[src/rtl/lcd_bus_arbiter_pkg.sv]
// Shared types and helpers for the LCD write-engine arbiter family.
package lcd_arb_pkg;

  // Arbiter FSM state encodings.
  localparam logic [2:0] ST_IDLE  = 3'd0;
  localparam logic [2:0] ST_ISSUE = 3'd1;
  localparam logic [2:0] ST_WAIT  = 3'd2;
  localparam logic [2:0] ST_DONE  = 3'd3;
  localparam logic [2:0] ST_ABORT = 3'd4;

  typedef enum logic [2:0] {
    S_IDLE  = ST_IDLE,
    S_ISSUE = ST_ISSUE,
    S_WAIT  = ST_WAIT,
    S_DONE  = ST_DONE,
    S_ABORT = ST_ABORT
  } state_t;

  // LCD register select values.
  localparam logic RS_CMD  = 1'b0;
  localparam logic RS_DATA = 1'b1;

  // Ceiling log2, never below 1 so a counter or index is at least one bit wide.
  function automatic int clog2(input int value);
    int v;
    int r;
    v = value - 1;
    r = 0;
    while (v > 0) begin
      r = r + 1;
      v = v / 2;
    end
    if (r < 1) begin
      r = 1;
    end else begin
      r = r;
    end
    return r;
  endfunction

endpackage

[src/rtl/lcd_bus_arbiter_if.sv]
// Requester and engine handshake bundle around the LCD bus arbiter.
// master: the arbiter's view; slave: the requesters/engine side.
interface lcd_bus_arbiter_if #(
  parameter int NREQ = 3,
  parameter int DW   = 8
);
  logic [NREQ-1:0]    req;
  logic [NREQ-1:0]    req_lock;
  logic [NREQ-1:0]    req_rs;
  logic [NREQ*DW-1:0] req_data;
  logic [NREQ-1:0]    gnt;
  logic [NREQ-1:0]    done;
  logic               err;
  logic               busy;
  logic               eng_start;
  logic               eng_rs;
  logic [DW-1:0]      eng_data;
  logic               eng_ready;
  logic               eng_cycend;

  modport master (
    input  req, req_lock, req_rs, req_data, eng_ready, eng_cycend,
    output gnt, done, err, busy, eng_start, eng_rs, eng_data
  );

  modport slave (
    output req, req_lock, req_rs, req_data, eng_ready, eng_cycend,
    input  gnt, done, err, busy, eng_start, eng_rs, eng_data
  );
endinterface

[src/rtl/lcd_bus_arbiter_rr_pick.sv]
// Combinational round-robin picker: first set request starting at ptr, wrapping.
module rr_pick
  import lcd_arb_pkg::*;
#(
  parameter int NREQ = 3,
  parameter int PW   = clog2(NREQ)
) (
  input  logic [NREQ-1:0] req,
  input  logic [PW-1:0]   ptr,
  output logic            any,
  output logic [PW-1:0]   idx
);

  // Scan offsets from farthest to nearest so the nearest set request wins.
  always_comb begin
    any = 1'b0;
    idx = {PW{1'b0}};
    for (int i = NREQ - 1; i >= 0; i--) begin
      any = req[(int'(ptr) + i) % NREQ] ? 1'b1 : any;
      idx = req[(int'(ptr) + i) % NREQ] ? PW'((int'(ptr) + i) % NREQ) : idx;
    end
  end

endmodule

[src/rtl/lcd_bus_arbiter.sv]
// Shares one LCD write engine between NREQ requesters: round-robin grant,
// optional lock for multi-byte sequences, watchdog abort on a stuck engine.
// All outputs are registered decodes of the next state.
module lcd_bus_arbiter
  import lcd_arb_pkg::*;
#(
  parameter int NREQ = 3,
  parameter int DW   = 8,
  parameter int TOUT = 1023
) (
  input logic               clk,
  input logic               rst,
  lcd_bus_arbiter_if.master bus
);

  localparam int PW = clog2(NREQ);
  localparam int WW = clog2(TOUT + 1);

  state_t          state_r, state_s;
  logic [PW-1:0]   owner_r, owner_s;
  logic [PW-1:0]   ptr_r, ptr_s;
  logic [PW-1:0]   owner_next_s;
  logic [PW-1:0]   pick_idx_s;
  logic            pick_any_s;
  logic [WW-1:0]   wdog_r, wdog_s;
  logic [NREQ-1:0] gnt_r, gnt_s;
  logic [NREQ-1:0] done_r, done_s;
  logic            err_r, err_s;
  logic            busy_r, busy_s;
  logic            start_r, start_s;
  logic            rs_r, rs_s;
  logic [DW-1:0]   data_r, data_s;

  rr_pick #(.NREQ(NREQ), .PW(PW)) u_pick (
    .req (bus.req),
    .ptr (ptr_r),
    .any (pick_any_s),
    .idx (pick_idx_s)
  );

  assign owner_next_s = (owner_r == PW'(NREQ - 1)) ? {PW{1'b0}} : owner_r + PW'(1'b1);

  // Next-state, bookkeeping and next-output decode.
  always_comb begin
    state_s = state_r;
    owner_s = owner_r;
    ptr_s   = ptr_r;
    wdog_s  = wdog_r;
    rs_s    = rs_r;
    data_s  = data_r;
    gnt_s   = {NREQ{1'b0}};
    done_s  = {NREQ{1'b0}};
    err_s   = 1'b0;
    start_s = 1'b0;

    case (state_r)
      S_IDLE: begin
        if (bus.eng_ready && pick_any_s) begin
          owner_s = pick_idx_s;
          rs_s    = bus.req_rs[pick_idx_s];
          data_s  = bus.req_data[int'(pick_idx_s) * DW +: DW];
          state_s = S_ISSUE;
        end else begin
          state_s = S_IDLE;
        end
      end
      S_ISSUE: begin
        wdog_s  = {WW{1'b0}};
        state_s = S_WAIT;
      end
      S_WAIT: begin
        // Completion beats a coincident timeout.
        if (bus.eng_cycend) begin
          state_s = S_DONE;
        end else if (wdog_r == WW'(TOUT - 1)) begin
          state_s = S_ABORT;
        end else begin
          wdog_s  = (wdog_r != {WW{1'b1}}) ? wdog_r + WW'(1'b1) : wdog_r;
          state_s = S_WAIT;
        end
      end
      S_DONE: begin
        // Locked owner keeps the engine without re-arbitration.
        if (bus.req_lock[owner_r] && bus.req[owner_r]) begin
          rs_s    = bus.req_rs[owner_r];
          data_s  = bus.req_data[int'(owner_r) * DW +: DW];
          state_s = S_ISSUE;
        end else begin
          ptr_s   = owner_next_s;
          state_s = S_IDLE;
        end
      end
      S_ABORT: begin
        ptr_s   = owner_next_s;
        state_s = S_IDLE;
      end
      default: begin
        state_s = S_IDLE;
      end
    endcase

    busy_s = (state_s != S_IDLE);
    case (state_s)
      S_ISSUE: begin
        gnt_s   = {{(NREQ-1){1'b0}}, 1'b1} << owner_s;
        start_s = 1'b1;
      end
      S_WAIT: begin
        gnt_s = {{(NREQ-1){1'b0}}, 1'b1} << owner_s;
      end
      S_DONE: begin
        gnt_s  = {{(NREQ-1){1'b0}}, 1'b1} << owner_s;
        done_s = {{(NREQ-1){1'b0}}, 1'b1} << owner_s;
      end
      S_ABORT: begin
        gnt_s  = {{(NREQ-1){1'b0}}, 1'b1} << owner_s;
        done_s = {{(NREQ-1){1'b0}}, 1'b1} << owner_s;
        err_s  = 1'b1;
      end
      default: begin
        gnt_s = {NREQ{1'b0}};
      end
    endcase
  end

  // State, bookkeeping and output registers.
  always_ff @(posedge clk or posedge rst) begin
    if (rst) begin
      state_r <= S_IDLE;
      owner_r <= {PW{1'b0}};
      ptr_r   <= {PW{1'b0}};
      wdog_r  <= {WW{1'b0}};
      gnt_r   <= {NREQ{1'b0}};
      done_r  <= {NREQ{1'b0}};
      err_r   <= 1'b0;
      busy_r  <= 1'b0;
      start_r <= 1'b0;
      rs_r    <= RS_CMD;
      data_r  <= {DW{1'b0}};
    end else begin
      state_r <= state_s;
      owner_r <= owner_s;
      ptr_r   <= ptr_s;
      wdog_r  <= wdog_s;
      gnt_r   <= gnt_s;
      done_r  <= done_s;
      err_r   <= err_s;
      busy_r  <= busy_s;
      start_r <= start_s;
      rs_r    <= rs_s;
      data_r  <= data_s;
    end
  end

  assign bus.gnt       = gnt_r;
  assign bus.done      = done_r;
  assign bus.err       = err_r;
  assign bus.busy      = busy_r;
  assign bus.eng_start = start_r;
  assign bus.eng_rs    = rs_r;
  assign bus.eng_data  = data_r;

endmodule
[src/flat_wrapper.sv]
// flat-port wrapper written by rule: the top's interface ports become plain ports
module lcd_bus_arbiter_flat import lcd_arb_pkg::*;
#(
  parameter int NREQ = 3,
  parameter int DW   = 8,
  parameter int TOUT = 1023
)
  (clk, rst, bus_req, bus_req_lock, bus_req_rs, bus_req_data, bus_eng_ready, bus_eng_cycend, bus_gnt, bus_done, bus_err, bus_busy, bus_eng_start, bus_eng_rs, bus_eng_data);
  lcd_bus_arbiter_if #(.NREQ(NREQ), .DW(DW)) bus_i ();
  input logic clk;
  input logic rst;
  input wire logic [$bits(bus_i.req)-1:0] bus_req;
  input wire logic [$bits(bus_i.req_lock)-1:0] bus_req_lock;
  input wire logic [$bits(bus_i.req_rs)-1:0] bus_req_rs;
  input wire logic [$bits(bus_i.req_data)-1:0] bus_req_data;
  input wire logic [$bits(bus_i.eng_ready)-1:0] bus_eng_ready;
  input wire logic [$bits(bus_i.eng_cycend)-1:0] bus_eng_cycend;
  output wire logic [$bits(bus_i.gnt)-1:0] bus_gnt;
  output wire logic [$bits(bus_i.done)-1:0] bus_done;
  output wire logic [$bits(bus_i.err)-1:0] bus_err;
  output wire logic [$bits(bus_i.busy)-1:0] bus_busy;
  output wire logic [$bits(bus_i.eng_start)-1:0] bus_eng_start;
  output wire logic [$bits(bus_i.eng_rs)-1:0] bus_eng_rs;
  output wire logic [$bits(bus_i.eng_data)-1:0] bus_eng_data;
  assign bus_i.req = bus_req;
  assign bus_i.req_lock = bus_req_lock;
  assign bus_i.req_rs = bus_req_rs;
  assign bus_i.req_data = bus_req_data;
  assign bus_i.eng_ready = bus_eng_ready;
  assign bus_i.eng_cycend = bus_eng_cycend;
  assign bus_gnt = bus_i.gnt;
  assign bus_done = bus_i.done;
  assign bus_err = bus_i.err;
  assign bus_busy = bus_i.busy;
  assign bus_eng_start = bus_i.eng_start;
  assign bus_eng_rs = bus_i.eng_rs;
  assign bus_eng_data = bus_i.eng_data;
  lcd_bus_arbiter #(.NREQ(NREQ), .DW(DW), .TOUT(TOUT)) u_core (.clk(clk), .rst(rst), .bus(bus_i));
endmodule
[config.mk]
export PLATFORM = sky130hd
export DESIGN_NAME = lcd_bus_arbiter_flat
export DESIGN_NICKNAME = d
export VERILOG_FILES = /design/src/rtl/lcd_bus_arbiter_pkg.sv /design/src/rtl/lcd_bus_arbiter_if.sv /design/src/rtl/lcd_bus_arbiter_rr_pick.sv /design/src/rtl/lcd_bus_arbiter.sv /design/src/flat_wrapper.sv
export SDC_FILE = /design/constraint.sdc
export NUM_CORES = 1
export LEC_CHECK = 0
export BUFFER_PORTS_ARGS = -buffer_cell sky130_fd_sc_hd__buf_4
export CAP_MARGIN = 30
export CORE_MARGIN = 5
export CORE_UTILIZATION = 30
export DETAILED_ROUTE_END_ITERATION = 7
export PLACE_DENSITY_LB_ADDON = 0.2
export SYNTH_ARGS = -nofsm -noshare
export SYNTH_HDL_FRONTEND = slang
export SYNTH_HIERARCHICAL = 1
export SYNTH_SLANG_ARGS = --single-unit
[constraint.sdc]
create_clock -name clk -period 3.2 [get_ports clk]
set_input_delay 0.64 -clock clk [delete_from_list [all_inputs] [get_ports clk]]
set_output_delay 0.64 -clock clk [all_outputs]
set_load 0.02 [all_outputs]
==> qor.csv <==
metric,value,unit
largest net degree at the start of global routing,36,
num rows,32,
main combinational cell family by area after synthesis,simple AND/OR/NAND/NOR gates,
period utilization,80.9,%
max-slew violation count,0,
Post-Synth XOR/XNOR Area,0,%
share of layout cells above drive strength 1,22.1,%
initial antenna violation count,0,
"Seq/Total Area, Yosys",37.9,%
Pint,1420,µW
Starting Density,30.4,%
crit path DAT,2790,ps
Crit Path Class,reg2reg,
"slowest stage delay, CP",420,ps
Mean Syn Cell Area,8.32,µm²
"Cell Area, Synth",2310,µm²
Comb pwr share,53.5,%
RR Startpoint,u_core/ptr_r[1]$_DFFE_PP0P_,
Peak supply drop,0.327,mV
# fillers,799,
clk sinks,35,
P_sw,1090,µW
Congestion Overflow GR,0,
die area,9570,µm²
max cap viols,0,
first-pass GRT wire length,10.7,mm
port buffer count,54,
clk buf depth,2,
synth unique cells,48,
Compound-Gate Fraction of Synth Area,21.9,%
Total Wirelength,6.43,mm
Lkg Pwr,0.00126,µW
setup ws final,613,ps
TritonCTS clock tree,built,
synthesized instance count,278,
final hold violation count,0,
"flops & latches, synth",35,
die height,97.8,µm
f_max,387,MHz
"Setup Fix Bufs, Post-CTS",0,
Sw Share,43.3,%
# nets final,371,
multiplexer share of the synthesized area,4.38,%
num ports,55,
clock skew,5.14,ps
Setup WS pre-CTS,662,ps
CP required,3400,ps
final-report setup violation count,0,
top cell type's share of synthesized area,37.9,%
drt via density,5.06,
largest cells by area after synthesis,"dfrtp_1, nand2_1, a21oi_1",
worst slew pin tran,764,ps
Initial DRC Count,81,
post-detailed-placement half-perimeter wirelength,4.69,mm
worst path buffer plus inverter count,2,
minimum clock period,2590,ps
Worst path slowest cell,dfrtp_1,
clock share of power,16.5,%
Area Growth Syn to Fin,27.0,%
worst path cell trace,inv_1 > ha_1 > mux2i_1 > o221ai_1 > o311ai_0 > buf_4 > nor2b_1 > mux2_2 > nand2_1 > a31oi_1,
"area leader, netlist",dfrtp_1,
outcome,finished clean,
Reg power frac,30.0,%
CP Launch Point,u_core/ptr_r[1]$_DFFE_PP0P_,
RSZ-0062 raised after global routing,no,
Post-route DRC,0,
ys async rst share,100,%
CTS Root Cell,clkbuf_8,
die width,97.8,µm
main flop type after synthesis,dfrtp_1,
peak fanout along the critical path,10,
vias in the first global route,2167,
Power Density,852,nW/µm²
routed vias,2187,
WL/cell,14.9,µm
CTS Buf Count,5,
H-tree levels,2,
synth warn,6,
worst rel slew slack,48.3,%
Adder-Cell Fraction of Synth Area,2.70,%
largest delay contributor family on the critical path,compound AO/OA/AOI/OAI gates,
Synth Area in Simple Gates,28.4,%
CP endpoint kind,register,
worst hold path type,in2async,
# diodes,0,
syn_nets,320,
nature of the critical path startpoint,register,
Post-DRT Antenna Nets,0,
# hold bufs at CTS,0,
routability cong.,0.795,
drt first pass iters,4,
Clock transition at path regs,70,ps
clk_lat worst skew,280,ps
CTS resizes,0,
core area,7610,µm²
"EDFF count, synth",0,
Total Routing Usage GR,13.6,%
setup TNS,0,ps
cells in the mapped netlist, types with 5 or more instances:
library cell	instances
nor2b_1	9
nand2_1	40
clkbuf_1	12
dfrtp_1	35
o21ai_0	16
ha_1	5
nor3_1	15
inv_1	10
nor2_1	11
nand2b_1	18
a21oi_1	27
a31oi_1	9
mux2i_1	9
logic make-up after synthesis:
group,count (synthesis)
AOI/OAI and AO/OA,79
adders and majority gates,5
buffers and inverters,26
DFF,35
muxes,10
and+or+nand+nor,123
layout make-up:
| type | instances | area [µm²] | share of cell area, % |
|---|---|---|---|
| Multi-Input combinational cell | 217 | 1330 | 45.2 |
| Timing Repair Buffer | 60 | 450 | 15.3 |
| Clock buffer | 6 | 82.6 | 2.81 |
| Clock inverter | 2 | 35.0 | 1.19 |
| Inverter | 10 | 37.5 | 1.28 |
| Tap cell | 102 | 128 | 4.34 |
| Sequential cell | 35 | 876 | 29.8 |
power groups by stage:
| stage | Combinational, µW | Clock [µW] | Sequential [µW] |
|---|---|---|---|
| floorplan | 871 | 0 | 785 |
| global placement | 1330 | 0 | 758 |
| detailed placement | 1340 | 0 | 760 |
| CTS | 1340 | 430 | 751 |
| global route | 1490 | 451 | 774 |
| finish | 1340 | 414 | 751 |
worst paths after layout:
path / endpoint / slack [ps] / cells past startpoint
min reg2reg: u_core/wdog_r[9]$_DFFE_PP0P_ / 480 / 1
min in group clk: u_core/wdog_r[9]$_DFFE_PP0P_ / 480 / 1
max: u_core/bus.eng_data[6]$_DFFE_PP0P_ / 610 / 10
max reg2reg: u_core/bus.eng_data[6]$_DFFE_PP0P_ / 610 / 10
min: u_core/wdog_r[5]$_DFFE_PP0P_ / 450 / 3
max in group asynchronous: u_core/wdog_r[0]$_DFFE_PP0P_ / 2420 / 3
tightest hold or removal path, cell delays in order:
cell,delay [ps]
buf_4,110
inv_1,40
buf_4,390
routing by layer:
metal	track usage (%)	share of wire, %
met4	3.41	0.47
met1	18.3	48
met2	21.9	47
met3	3.71	4.8
met5	0	0
sequential cells by signal, indices dropped and copies added, names as in the netlist:
signal / flops
u_core/bus.busy: 1
u_core/bus.done: 3
u_core/bus.eng_data: 8
u_core/bus.eng_rs: 1
u_core/bus.eng_start: 1
u_core/bus.err: 1
u_core/bus.gnt: 3
u_core/owner_r: 2
u_core/ptr_r: 2
u_core/state_r: 3
u_core/wdog_r: 10
metrics by stage:
stage / std cells / hold slack, ps / util [%] / area, µm² / power [µW]
after floorplan: 278 / 450 / - / 2310 / 1660
after global placement: 424 / 475 / 37.1 / 2820 / 2090
after detailed placement: 424 / 475 / 37.1 / 2820 / 2100
after CTS: 432 / 466 / 38.6 / 2940 / 2520
after global routing: 432 / 480 / 38.6 / 2940 / 2720
final: 432 / 452 / 38.6 / 2940 / 2500
layout by cell type, fill, tap and decap left out, drive strengths merged, types with 3 or more instances in the layout:
cell / instances
a31oi: 9
nand2: 40
o311ai: 3
dfrtp: 35
inv: 10
nor4: 3
nor3: 15
nor2b: 9
and2: 3
ha: 5
nand2b: 18
nand4: 3
o21ai: 16
buf: 60
or4: 3
o31ai: 3
mux2i: 9
or3b: 3
nor2: 11
clkbuf: 6
a21oi: 27
and4b: 3
Note: power is estimated with default switching activity, not from simulation.
